--- config.mk ---
export PLATFORM = sky130hd
export DESIGN_NAME = fifo_burst_wr
export DESIGN_NICKNAME = d
export VERILOG_FILES = /design/src/rtl/fifo_burst_wr.sv
export SDC_FILE = /design/constraint.sdc
export NUM_CORES = 1
export LEC_CHECK = 0
export BUFFER_PORTS_ARGS = -buffer_cell sky130_fd_sc_hd__buf_4
export CORE_MARGIN = 2
export CORE_UTILIZATION = 59
export DETAILED_ROUTE_END_ITERATION = 12
export GPL_ROUTABILITY_DRIVEN = 0
export PLACE_DENSITY = 0.84
export SLEW_MARGIN = 20
export SYNTH_ARGS = -nofsm -noshare
export SYNTH_HDL_FRONTEND = slang
export SYNTH_SLANG_ARGS = --single-unit
--- constraint.sdc ---
create_clock -name sys_clk -period 5.7 [get_ports sys_clk]
set_clock_uncertainty 0.2 [all_clocks]
set_input_delay 0.57 -clock sys_clk [delete_from_list [all_inputs] [get_ports sys_clk]]
set_output_delay 0.57 -clock sys_clk [all_outputs]
set_load 0.01 [all_outputs]
--- src/rtl/fifo_burst_wr.sv ---
// rtl/fifo_burst_wr.sv - armed burst writer feeding a FIFO from a stream or an incrementing pattern
module fifo_burst_wr #(
   parameter int DATA_W      = 8,
   parameter int BURST_LEN   = 256,
   parameter int CNT_W       = 16,
   parameter int SETTLE_CYC  = 10,
   parameter int SYNC_STAGES = 2
) (
   input  logic              sys_clk,
   input  logic              sys_rst_n,
   input  logic              start,
   input  logic              abort,
   input  logic              mode,
   input  logic              almost_empty,
   input  logic              almost_full,
   input  logic              in_valid,
   input  logic [DATA_W-1:0] in_data,
   output logic              in_ready,
   output logic              fifo_wr_en,
   output logic [DATA_W-1:0] fifo_wr_data,
   output logic [CNT_W-1:0]  wr_cnt,
   output logic              busy,
   output logic              fifo_wr_ok
);

   localparam int               DLY_W    = (SETTLE_CYC > 1) ? $clog2(SETTLE_CYC) : 1;
   localparam logic [DLY_W-1:0] DLY_LAST = DLY_W'((SETTLE_CYC > 0) ? SETTLE_CYC - 1 : 0);
   localparam logic [CNT_W-1:0] CNT_LAST = CNT_W'(BURST_LEN);

   typedef enum logic [2:0] {
      S_IDLE,
      S_WAIT_EMPTY,
      S_SETTLE,
      S_WRITE,
      S_DONE
   } state_t;

   state_t                 state_q;
   logic                   mode_q;
   logic [SYNC_STAGES-1:0] ae_sync_q;
   logic [DLY_W-1:0]       dly_q;
   logic [DATA_W-1:0]      pat_q;
   logic [CNT_W-1:0]       wr_cnt_q;
   logic [CNT_W-1:0]       wr_cnt_d;
   logic                   wr_en_q;
   logic [DATA_W-1:0]      wr_data_q;
   logic                   wr_ok_q;
   logic                   in_write;
   logic                   accept;

   // abort masks the handshake in its own cycle so nothing is accepted while cancelling
   assign in_write = (state_q == S_WRITE) && !abort && !almost_full;
   assign accept   = in_write && (mode_q || in_valid);
   assign in_ready = in_write && !mode_q;
   assign wr_cnt_d = wr_cnt_q + 1'b1;

   always_ff @(posedge sys_clk) begin
      if (!sys_rst_n) begin
         ae_sync_q <= '0;
      end else begin
         ae_sync_q <= {ae_sync_q[SYNC_STAGES-2:0], almost_empty};
      end
   end

   always_ff @(posedge sys_clk) begin
      if (!sys_rst_n) begin
         state_q   <= S_IDLE;
         mode_q    <= 1'b0;
         dly_q     <= '0;
         pat_q     <= '0;
         wr_cnt_q  <= '0;
         wr_en_q   <= 1'b0;
         wr_data_q <= '0;
         wr_ok_q   <= 1'b0;
      end else begin
         wr_en_q <= accept;
         wr_ok_q <= 1'b0;
         if (accept) begin
            wr_data_q <= mode_q ? pat_q : in_data;
            wr_cnt_q  <= wr_cnt_d;
            pat_q     <= pat_q + 1'b1;
         end
         if (abort) begin
            state_q <= S_IDLE;
         end else begin
            case (state_q)
               S_IDLE: begin
                  if (start) begin
                     state_q  <= S_WAIT_EMPTY;
                     mode_q   <= mode;
                     wr_cnt_q <= '0;
                     pat_q    <= '0;
                  end
               end
               S_WAIT_EMPTY: begin
                  if (ae_sync_q[SYNC_STAGES-1]) begin
                     dly_q   <= '0;
                     state_q <= (SETTLE_CYC == 0) ? S_WRITE : S_SETTLE;
                  end
               end
               S_SETTLE: begin
                  if (dly_q == DLY_LAST) begin
                     state_q <= S_WRITE;
                  end else begin
                     dly_q <= dly_q + 1'b1;
                  end
               end
               S_WRITE: begin
                  if (accept && (wr_cnt_d == CNT_LAST)) begin
                     state_q <= S_DONE;
                     wr_ok_q <= 1'b1;
                  end
               end
               S_DONE:  state_q <= S_IDLE;
               default: state_q <= S_IDLE;
            endcase
         end
      end
   end

   assign busy         = (state_q != S_IDLE);
   assign fifo_wr_en   = wr_en_q;
   assign fifo_wr_data = wr_data_q;
   assign wr_cnt       = wr_cnt_q;
   assign fifo_wr_ok   = wr_ok_q;

endmodule

**Word-level counts from Yosys, hierarchy flattened**

Index checks and enable logic that the tools add are counted.

- $add $sub $neg: 3
- Equal/unequal tests: 10
- Muxes and demuxes: 18
- Bitwise operators: 3
- Reductions and logical operators: 17

Operators by type and width:

| operator | number |
|---|---|
| two-way mux 16 bit | 4 |
| two-way mux 8 bit | 5 |
| adder 16 x 1 -> 16 bit (second input constant) | 1 |
| equality test 16 x 9 -> 1 bit (second input constant) | 1 |
| two-way mux 3 bit | 4 |
| case mux 3 bit (4 select lines) | 1 |
| adder 8 x 1 -> 8 bit (second input constant) | 1 |
| two-way mux 4 bit | 2 |
| inequality test 2 bit (second input constant) | 4 |
| case mux 4 bit (2 select lines) | 1 |
| AND reduction 4 bit | 2 |
| equality test 3 x 2 -> 1 bit (second input constant) | 2 |
| logical AND 1 bit | 5 |
| adder 4 x 1 -> 4 bit (second input constant) | 1 |
| equality test 4 bit (second input constant) | 1 |
| equality test 3 x 1 -> 1 bit (second input constant) | 1 |
| zero test 1 bit | 3 |
| zero test 3 bit | 1 |
| inverter 1 bit | 3 |
| AND reduction 3 bit | 1 |
| nonzero test 3 bit | 1 |
| OR reduction 3 bit | 1 |
| inequality test 2 x 1 -> 1 bit (second input constant) | 1 |
| nonzero test 2 bit | 1 |
| other kinds (3) | 3 |

- Flip-flop bits (word level): 44
- Input bits: 16
- Output and inout port bits: 28
- Word-level logic and storage cells: 60

**Longest topological paths before layout**

Gate-level depths: netlist of run 1.

- Depth in word-level cells: 8
- Depth in mapped cells: 8
- Depth with buffers taken out: 8

**Worst setup path before layout of run 1**

No wires, ideal clock.

- Kind: input to register
- Start point: input port in_valid
- End point: register wr_cnt_q[10] (netlist: wr_cnt[10])
- Library setup time: 0.128 ns
- Arrival: 1.778 ns
- Required time: 5.372 ns
- Slack: 3.594 ns
- Stages on the path: 7
- Buffers on the path: 1
- Cells stage by stage: nor2_1 nand4b_1 buf_1 nor2_1 nand4_1 xor2_1 nor2_1

- Word-level cells in the longest chain between the ends: 6

RTL lines:

| element | RTL line | source |
|---|---|---|
| start: declaration | 16 | `input logic in_valid,` |
| logical OR 1 bit (*) | 53 | `assign accept = in_write && (mode_q \|\| in_valid);` |
| logical AND 1 bit (*) | 53 |  |
| two-way mux 16 bit (*) | 78 | `if (accept) begin` |
| two-way mux 16 bit | 88 | `if (start) begin` |
| two-way mux 16 bit | 86 | `case (state_q)` |
| two-way mux 16 bit (*) | 83 | `if (abort) begin` |
| end signal: assignment | 80 | `wr_cnt_q <= wr_cnt_d;` |
| end: declaration | 43 | `logic [CNT_W-1:0] wr_cnt_q;` |

Mark *: on every way between the ends. The rest lies on a longest branch, timed or not.
A chain may end at the register's enable or synchronous reset.

**Final worst setup path of run 1**

- Start point: register mode_q
- End point: register wr_cnt_q[15] (netlist: wr_cnt[15])

- Word-level cells in the longest chain between the ends: 6

RTL lines:

| element | RTL line | source |
|---|---|---|
| start: declaration | 39 | `logic mode_q;` |
| start signal: assignment | 90 | `mode_q <= mode;` |
| logical OR 1 bit (*) | 53 |  |
| logical AND 1 bit (*) | 53 |  |
| two-way mux 16 bit (*) | 78 |  |
| two-way mux 16 bit | 88 |  |
| two-way mux 16 bit | 86 |  |
| two-way mux 16 bit (*) | 83 |  |

Marks and branches as above.

==> run summary, run 1 <==
Ports -> 44
CTS H-Tree Depth -> 2
Post-synth EDFFs -> 0
largest area contributor in the netlist -> dfxtp_1
Port Buffers -> 43
WHS -> 242 ps
crit path launch -> mode_q$_SDFFE_PN0P_
status -> finished, final reports clean
DR vias -> 1942
Final Hold Violating Endpoints -> 0
crit start category -> register
Total Wirelength -> 4520 µm
Async S/R FF share, synth -> 0%
R2R Path End -> wr_cnt[15]$_SDFF_PN0_
critical path class -> register to register
syn avg cell area -> 8.58 µm²
Slew Viols, Final -> 0
n_diodes -> 0
internal power -> 0.000420 W
CTS root buffer -> clkbuf_8
Die Ht -> 65.4 µm
Register-to-Register Path Depth -> 6
first-pass GRT wire length -> 7390 µm
post-synthesis cell area -> 0.00222 mm²
Synth Instances -> 259
clock tree buffer depth -> 2
Least-Margin Pin Slew -> 778 ps
P per Cell Area -> 204 mW/mm²
vias per cell -> 5.68
Max Cap Viol -> 0
Worst-path clk slew -> 80 ps
Wirelength per Cell -> 13.2 µm
TritonCTS clock tree -> done
initial core utilization -> 61.2%
Fmax achieved -> 363 MHz
Hold Path Class -> register to register
critical path fanouts, max -> 12
fin crit period -> 2760 ps
Area growth, synth to finish -> 18.4%
largest net degree at the start of global routing -> 27
Setup Fix Bufs, Post-CTS -> 0
WP data required -> 5660 ps
top cells by area, synth -> dfxtp_1 40%, xor2_1 5.9%, nor2_1 5.6%
Slew Limit Headroom -> 48.0%
FP Rows -> 22
drt pass-1 iters -> 4
die width -> 65.4 µm
antenna-violating nets left -> 0
FF+latch count, synth -> 44
GRT Total Usage -> 22.0%
Clock power frac -> 37.5%
unrepaired setup endpoints after global routing -> no
NetSw -> 0.000118 W
Logic pwr share -> 4.7%
ys flop type -> dfxtp_1
Switching Share -> 22.0%
Residual DRC -> 0
Yosys top cell area share -> 39.6%
Crit. End Element -> register
r2r startpoint -> mode_q$_SDFFE_PN0P_
number of nets in the layout -> 313
r2r setup slk -> 2940 ps
# setup viols final -> 0
layout cell share with drive strength beyond 1 -> 19.7%
antenna violations before repair -> 0
static leakage -> 1.11 nW
CTS Sinks -> 44
post-synthesis cell type count -> 45
TritonCTS Buffers -> 5
synth warn -> 0
layout filler cell count -> 307
grt total ovfl -> 0
worst setup path endpoint -> wr_cnt[15]$_SDFF_PN0_
Hold Buf Count CTS -> 0
vias in the first global route -> 1695
dpl hpwl -> 3240 µm
Sequential Power Share -> 57.8%
syn_nets -> 279
Post-CTS Resized -> 0
crit path DAT -> 2720 ps
Peak VDD IR -> 0.000140 V
Sum Neg Setup Slack -> 0 ps
Worst-Skew Late Latency -> 300 ps
initial DRC count -> 180
register area share after synthesis -> 39.6%
period utilisation layout -> 48.3%
core area -> 0.00363 mm²
die area -> 0.00428 mm²
## how the worst min path moves through the flow
stage,from,endpoint,depth (start not counted)
after detailed placement,ae_sync_q[0]$_SDFF_PN0_,ae_sync_q[1]$_SDFF_PN0_,1
final,ae_sync_q[0]$_SDFF_PN0_,ae_sync_q[1]$_SDFF_PN0_,1
after global routing,ae_sync_q[0]$_SDFF_PN0_,ae_sync_q[1]$_SDFF_PN0_,1
after CTS,ae_sync_q[0]$_SDFF_PN0_,ae_sync_q[1]$_SDFF_PN0_,1
after global placement,ae_sync_q[0]$_SDFF_PN0_,ae_sync_q[1]$_SDFF_PN0_,1
after floorplan,ae_sync_q[0]$_SDFF_PN0_,ae_sync_q[1]$_SDFF_PN0_,1
## cell usage after synthesis, drive strengths merged, types with 3 or more instances
master / n
nand4: 7
nor2: 34
or3: 3
nand3: 13
nor3: 7
mux2i: 9
and4: 3
xnor2: 9
and3: 3
o211a: 8
dfxtp: 44
xor2: 15
and2: 6
o21ai: 9
buf: 6
nor4: 10
ha: 4
nand2: 29
a21oi: 8
clkbuf: 10
## sequential cells by signal (all words and copies together), names as in the netlist
| register | flops |
|---|---|
| fifo_wr_en | 1 |
| dly_q | 4 |
| mode_q | 1 |
| state_q | 3 |
| fifo_wr_data | 8 |
| ae_sync_q | 2 |
| pat_q | 8 |
| wr_cnt | 16 |
| fifo_wr_ok | 1 |
## logic make-up (layout without fill, tap and decap cells)
group	count (synthesis)	after routing	share of synthesized area (%)
multiplexers	9	9	4.05
flip-flops	44	44	39.6
AO/OA/AOI/OAI	34	34	10.4
AND/OR/NAND/NOR	126	126	30.8
adder cells (fa/ha/maj)	4	4	2.25
XOR/XNOR	24	24	9.45
buffers and inverters	18	53	3.38
## power groups by stage
stage	clock network, W	registers, W	logic (W)
2_1_floorplan	0	0.000316	0.0000163
3_3_place_gp	0	0.000318	0.0000254
3_5_place_dp	0	0.000318	0.0000254
4_1_cts	0.000204	0.000311	0.0000254
5_1_grt	0.000216	0.000311	0.0000275
6_report	0.000202	0.000311	0.0000252
## stage by stage
stage / instance area (µm²) / worst slack (ps) / power, W / util [%] / cells
6_report: 2630 / 2940 / 0.000538 / 72.5 / 342
5_1_grt: 2630 / 2630 / 0.000555 / 72.5 / 342
4_1_cts: 2630 / 2970 / 0.000541 / 72.5 / 342
3_5_place_dp: 2540 / 2990 / 0.000344 / 69.9 / 334
3_3_place_gp: 2540 / 3110 / 0.000344 / 69.9 / 334
2_1_floorplan: 2220 / 3590 / 0.000332 / - / 259
## layout make-up
class | instances | area (µm²) | share of cell area, %
Multi-Input combinational cell | 197 | 1270 | 48.1
Sequential cell | 44 | 881 | 33.5
Timing Repair Buffer | 43 | 323 | 12.3
Clock buffer | 7 | 86.3 | 3.28
Tap cell | 48 | 60.1 | 2.28
Clock inverter | 1 | 7.51 | 0.285
Inverter | 2 | 7.51 | 0.285
## critical path: stages (launching register included)
cell and delay (ps):
dfxtp_1 640, nor2_1 210, nand4b_1 610, nor4_1 600
nand3_1 150, xor2_1 150, nor2_1 50
## metal layers
metal / vias to the layer above / GRT usage [%] / share of wire (%)
met4: 0 / 8.07 / 0.97
met3: 6 / 5.99 / 5.9
met1: 907 / 28.1 / 45
met2: 58 / 35.7 / 48
li1: 971 / - / -
met5: - / 0 / 0
## placed cells by master, fill, tap and decap left out, types with 2 or more instances in the layout
master	synthesis	layout
nand3_2	2	2
nand4b_1	2	2
a31oi_1	2	2
nand2_1	28	28
nor2b_1	2	2
nor2_1	33	33
mux2i_1	9	9
inv_1	2	2
nor4_1	8	8
dfxtp_1	44	44
and4b_1	2	2
ha_1	4	4
or3_1	3	3
nor4_2	2	2
a21oi_1	8	8
o21ai_0	8	8
nor3_1	7	7
buf_4	1	43
and2_1	6	6
and4_1	2	2
nand4_1	7	7
nand3_1	11	11
xnor2_1	9	9
clkbuf_8	0	6
xor2_1	15	15
and3_1	3	3
o211a_1	8	8
Note: power is estimated with default switching activity, not from simulation.
==> inputs of run 2 (changes only) <==
Settings changed: ABC_AREA set to 1, CORE_UTILIZATION 59 to 49, PLACE_DENSITY 0.84 to 0.74.
Clock period 5.7 ns to 2.3 ns, I/O delays scaled along.
==> run 2 against run 1 <==
Net effect:
- hold slack worse by 230 ps
- sequential cell count stayed put
- highest routed layer unchanged
- critical endpoint is now state_q[1]$_SDFFE_PP0P_
- largest cell class unchanged
- die area is 20% higher
- largest power group unchanged
==> run summary, run 2 <==
status -> finished, final reports clean
# setup viols final -> 0
Slew Limit Headroom -> 71.8%
layout cell share with drive strength beyond 1 -> 17.5%
largest net degree at the start of global routing -> 20
number of nets in the layout -> 390
final core occ -> 63.7%
Register-to-Register Path Depth -> 13
Final Hold Violating Endpoints -> 0
unrepaired setup endpoints after global routing -> no
vias per cell -> 5.06
post-synthesis cell type count -> 33
commonest non-fill, non-tap cell in the layout -> nand2_1
total power -> 0.00151 W
Total Wirelength -> 5040 µm
fin crit period -> 2060 ps
Wirelength per Cell -> 11.9 µm
TritonCTS Buffers -> 5
initial core utilization -> 51.3%
DR vias -> 2140
crit path launch -> state_q[1]$_SDFFE_PP0P_
crit start category -> register
Slew Viols, Final -> 0
Max Cap Viol -> 0
DP Worst Slack -> 238 ps
R2R Path End -> state_q[1]$_SDFFE_PP0P_
Hold Path Sink -> ae_sync_q[1]$_SDFF_PN0_
period utilisation layout -> 89.6%
Yosys top cell area share -> 39.2%
Crit. End Element -> register
n_diodes -> 0
Setup Fix Bufs, Post-CTS -> 0
register area share after synthesis -> 39.2%
Worst-path clk slew -> 90 ps
Hold Path Stages -> 3
Post-synth EDFFs -> 0
initial DRC count -> 119
antenna-violating nets left -> 0
NetSw -> 0.000359 W
Port Buffers -> 43
Logic pwr share -> 8.2%
FP Rows -> 24
die area -> 0.00515 mm²
grt total ovfl -> 0
Die Ht -> 71.8 µm
die width -> 71.8 µm
internal power -> 0.00115 W
dpl hpwl -> 3730 µm
top cells by area, synth -> dfxtp_1 39%, nand2_1 11%, nor2_1 7.0%
Synth Instances -> 321
CTS H-Tree Depth -> 2
Switching Share -> 23.7%
worst setup margin -> 238 ps
Residual DRC -> 0
antenna violations before repair -> 0
most frequent cell after synthesis -> nand2_1
Sequential Power Share -> 51.4%
crit path DAT -> 2060 ps
first-pass GRT wire length -> 8670 µm
r2r setup slk -> 240 ps
P per Cell Area -> 542 mW/mm²
TritonCTS clock tree -> done
Least-Margin Pin Slew -> 422 ps
CTS Sinks -> 44
CTS root buffer -> clkbuf_8
critical path class -> register to register
vias in the first global route -> 2020
Async S/R FF share, synth -> 0%
Hold Path Class -> input pin to register
r2r startpoint -> state_q[1]$_SDFFE_PP0P_
Area growth, synth to finish -> 24.1%
syn avg cell area -> 7.01 µm²
dpl cells -> 411
ys flop type -> dfxtp_1
hold path startpoint -> sys_rst_n
Cell Count, Final, Fillers Out -> 423
critical path fanouts, max -> 15
Commonest cells post-synth -> 67 x nand2_1, 44 x dfxtp_1, 42 x nor2_1
Peak VDD IR -> 0.000320 V
synth warn -> 0
max reg flops -> 16
clock tree buffer depth -> 2
core area -> 0.00438 mm²
Worst-Skew Late Latency -> 310 ps
FF+latch count, synth -> 44
GRT Total Usage -> 21.2%
Fmax achieved -> 485 MHz
most frequent cells in the layout -> 67 x nand2_1, 46 x buf_4, 44 x dfxtp_1
WP data required -> 2300 ps
largest area contributor in the netlist -> dfxtp_1
drt pass-1 iters -> 4
post-synthesis cell area -> 0.00225 mm²
static leakage -> 1.22 nW
layout filler cell count -> 408
Clock power frac -> 40.4%
Sum Neg Setup Slack -> 0 ps
Ports -> 44
syn_nets -> 341
## run 2: changes by cell type after synthesis, sizes merged, moves of 4 or more
| cell | previous run | this run |
|---|---|---|
| a21oi | 8 | 18 |
| and2 | 6 | 1 |
| clkbuf | 10 | 5 |
| inv | 2 | 40 |
| nand2 | 29 | 68 |
| nand3 | 13 | 17 |
| nor2 | 34 | 49 |
| nor4 | 10 | 1 |
| o211a | 8 | 0 |
| o211ai | 1 | 6 |
| o21ai | 9 | 26 |
| xnor2 | 9 | 2 |
| xor2 | 15 | 4 |
## run 2: area by class of cell
| type | count | area [µm²] | share of cell area, % |
|---|---|---|---|
| Multi-Input combinational cell | 228 | 1190 | 42.7 |
| Sequential cell | 44 | 881 | 31.5 |
| Timing Repair Buffer | 50 | 385 | 13.8 |
| Inverter | 41 | 154 | 5.51 |
| Clock buffer | 5 | 68.8 | 2.46 |
| Tap cell | 52 | 65.1 | 2.33 |
| Clock inverter | 3 | 46.3 | 1.66 |
## run 2: metal layers
| layer | share of wire, % | up-vias | GRT usage [%] | wire length (µm) |
|---|---|---|---|---|
| met1 | 46 | 938 | 27.0 | 2330 |
| met4 | 0.46 | 0 | 9.85 | 23 |
| met2 | 48 | 48 | 34.5 | 2410 |
| li1 | - | 1152 | - | - |
| met3 | 5.6 | 2 | 4.36 | 280 |
| met5 | 0 | - | 0 | 0 |
## run 2: worst max-delay path by stage
| stage | end | slack (ps) | cells after the start |
|---|---|---|---|
| floorplan | state_q[1]$_SDFFE_PP0P_ | 440 | 11 |
| global placement | pat_q[6]$_SDFF_PN0_ | 300 | 10 |
| detailed placement | state_q[1]$_SDFFE_PP0P_ | 240 | 11 |
| CTS | state_q[1]$_SDFFE_PP0P_ | 200 | 11 |
| global route | pat_q[6]$_SDFF_PN0_ | 10 | 10 |
| finish | state_q[1]$_SDFFE_PP0P_ | 240 | 13 |
## run 2: through the flow
stage          hold slack, ps  instance area (µm²)
6_report                 11.1                 2790
4_1_cts                  2.27                 2780
5_1_grt                  19.5                 2790
2_1_floorplan             128                 2250
3_5_place_dp              204                 2630
3_3_place_gp              193                 2630
## run 2: what timing repair did
item	in CTS	in global routing
hold buffers	4	0
resized for setup	0	2
hold endpoints to repair	4	0
endpoints found under the setup margin	0	4
## run 2: logic make-up (layout without fill, tap and decap cells)
| family | after synthesis | count (layout) | synth area share (%) |
|---|---|---|---|
| compound gates | 55 | 55 | 13.3 |
| xor+xnor | 6 | 6 | 2.34 |
| buf+inv | 49 | 99 | 8.29 |
| flops | 44 | 44 | 39.2 |
| simple gates | 155 | 155 | 31.1 |
| mux | 8 | 8 | 3.56 |
| fa+ha+maj | 4 | 4 | 2.22 |
## run 2: critical path, stage by stage (launching register included)
cell     delay (ps)
dfxtp_1         380
nand2_1          80
nor2_2          140
nand2_2          90
nor2_4          270
nand2_1         150
nor2_1          110
nand2_1          50
nor2_1           90
nand3_1          90
nand2_1          90
nand3_1          80
nand2_1          80
nor2_1           40
## run 2: power by group through the flow
stage / registers, W / clock network [W] / logic, W
after floorplan: 0.000795 / 0 / 0.0000744
after global placement: 0.000796 / 0 / 0.000115
after detailed placement: 0.000796 / 0 / 0.000116
after CTS: 0.000778 / 0.000624 / 0.000124
after global routing: 0.000780 / 0.000653 / 0.000140
final: 0.000778 / 0.000611 / 0.000124
==> inputs of run 3 (changes only) <==
Settings changed: ABC_AREA 1 to unset, CORE_ASPECT_RATIO set to 0.5.
==> run 3 against run 2 <==
Net effect:
- die area down 0.47%
- highest routed layer unchanged
- hold slack better by 41 ps
- largest cell class unchanged
- largest power group unchanged
- register-to-register slack worse by 150 ps
- total power down 10%
- maximum frequency down 6.9%
==> run summary, run 3 (synthesized netlist as in run 1, its figures left out) <==
status -> finished, final reports clean
top layer in use -> met4
vias per cell -> 5.42
critical path buffer and inverter count -> 1
Max Cap Viol -> 0
Least-Margin Pin Slew -> 540 ps
Total Wirelength -> 4940 µm
hold path startpoint -> abort
r2r setup slk -> 80 ps
Hold Path Sink -> fifo_wr_ok$_SDFF_PP0_
TritonCTS Buffers -> 5
Logic pwr share -> 5.5%
placed cell area -> 0.00265 mm²
vias in the first global route -> 1772
met1 WL -> 2450 µm
fin crit period -> 2220 ps
CTS Sinks -> 44
Peak VDD IR -> 0.000288 V
Cell Count, Final, Fillers Out -> 369
final core occ -> 64.2%
fin area -> 0.00282 mm²
period utilisation layout -> 96.3%
crit start category -> register
n_diodes -> 0
commonest non-fill, non-tap cell in the layout -> buf_4
Met3 Wirelength -> 222 µm
core area -> 0.00438 mm²
Critical Path, Cell by Cell -> nand4_1, nor4_4, a31oi_1, nor4_2, buf_4, and4b_1
drt pass-1 iters -> 4
Final Hold Violating Endpoints -> 0
Residual DRC -> 0
Worst path slowest cell -> dfxtp_1
NetSw -> 0.000316 W
CTS root buffer -> clkbuf_8
DR vias -> 1999
# setup viols final -> 0
Port Buffers -> 43
FP Rows -> 17
Wirelength per Cell -> 13.4 µm
critical path class -> register to register
crit path DAT -> 2260 ps
GRT Total Usage -> 19.5%
dpl hpwl -> 3570 µm
Fmax achieved -> 451 MHz
Area growth, synth to finish -> 26.6%
CTS H-Tree Depth -> 2
Switching Share -> 23.2%
met2 routed WL -> 2220 µm
critical path fanouts, max -> 7
static leakage -> 1.21 nW
dpl cells -> 356
Crit. End Element -> register
Die Ht -> 51.6 µm
clock tree buffer depth -> 2
WHS -> 51.6 ps
P per Cell Area -> 484 mW/mm²
antenna violations before repair -> 0
layout filler cell count -> 378
first-pass GRT wire length -> 7910 µm
Slew Viols, Final -> 0
antenna-violating nets left -> 0
layout cell share with drive strength beyond 1 -> 25.3%
r2r startpoint -> wr_cnt[3]$_SDFF_PN0_
initial DRC count -> 69
Crit path max-delay family -> simple AND/OR/NAND/NOR gates
die width -> 99.3 µm
TritonCTS clock tree -> done
Register-to-Register Path Depth -> 6
internal power -> 0.00105 W
grt total ovfl -> 0
most frequent cells in the layout -> 59 x buf_4, 43 x dfxtp_1, 33 x nor2_1
Hold Path Class -> input pin to register
largest net degree at the start of global routing -> 26
DP Worst Slack -> -49.5 ps
max reg flops -> 16
Clock power frac -> 38.2%
Worst-path clk slew -> 80 ps
Slew Limit Headroom -> 63.6%
WP data required -> 2350 ps
Critical Path Max Stage Delay -> 470 ps
R2R Path End -> state_q[2]$_SDFFE_PP0P_
die area -> 0.00512 mm²
initial core utilization -> 50.7%
Ports -> 44
Worst-Skew Late Latency -> 300 ps
Hold Path Stages -> 2
worst setup margin -> 84.1 ps
Sequential Power Share -> 56.3%
number of nets in the layout -> 331
-- run 3: worst register-to-register path, cell delays in order, from the launching register on --
cell     delay, ps
dfxtp_1        470
nand4_1        300
nor4_4         350
a31oi_1        200
nor4_2         300
buf_4          170
and4b_1        180
-- run 3: power by group through the flow --
| stage | sequential (W) | combinational (W) | clock (W) |
|---|---|---|---|
| after floorplan | 0.000783 | 0.0000404 | 0 |
| after global placement | 0.000784 | 0.0000714 | 0 |
| after detailed placement | 0.000784 | 0.0000729 | 0 |
| after CTS | 0.000766 | 0.0000758 | 0.000529 |
| after global routing | 0.000767 | 0.0000836 | 0.000555 |
| final | 0.000766 | 0.0000752 | 0.000520 |
-- run 3: how the worst max path moves through the flow --
| stage | depth (start not counted) | startpoint | endpoint | slack [ps] |
|---|---|---|---|---|
| after floorplan | 7 | wr_cnt[6]$_SDFF_PN0_ | fifo_wr_ok$_SDFF_PP0_ | 260 |
| after global placement | 5 | wr_cnt[3]$_SDFF_PN0_ | fifo_wr_ok$_SDFF_PP0_ | 6 |
| after detailed placement | 5 | wr_cnt[3]$_SDFF_PN0_ | state_q[2]$_SDFFE_PP0P_ | -50 |
| after CTS | 5 | wr_cnt[3]$_SDFF_PN0_ | state_q[2]$_SDFFE_PP0P_ | 60 |
| after global routing | 6 | wr_cnt[2]$_SDFF_PN0_ | fifo_wr_ok$_SDFF_PP0_ | -20 |
| final | 6 | wr_cnt[3]$_SDFF_PN0_ | state_q[2]$_SDFFE_PP0P_ | 80 |
-- run 3: per-stage QoR --
stage / setup TNS, ps / power, W
2_1_floorplan: 0 / 0.000824
3_3_place_gp: 0 / 0.000855
3_5_place_dp: -90.5 / 0.000857
4_1_cts: 0 / 0.00137
5_1_grt: -37.3 / 0.00141
6_report: 0 / 0.00136
-- run 3: cell type report --
type                       count  area (µm²)  share of cell area [%]
clock buffer                   6        82.6                    2.93
clock inverter                 2        15.0                   0.533
inverter                       2        7.51                   0.267
multi-input combinational    197        1290                    46.0
sequential                    44         882                    31.3
tap                           57        71.3                    2.53
timing repair buffer          61         463                    16.4
-- run 3: layer usage --
| layer | up-vias | track usage, % |
|---|---|---|
| li1 | 1016 | - |
| met1 | 939 | 26.2 |
| met2 | 39 | 31.5 |
| met3 | 5 | 4.44 |
| met4 | 0 | 6.39 |
| met5 | - | 0 |
-- run 3: timing repair --
item / 4_1_cts / 5_1_grt
buffers inserted: 0 / 3
gates resized for setup: 1 / 4
hold buffers: 2 / 0
endpoints found under the hold margin: 2 / 0
endpoints found under the setup margin: 3 / 5
pin swaps: 0 / 3
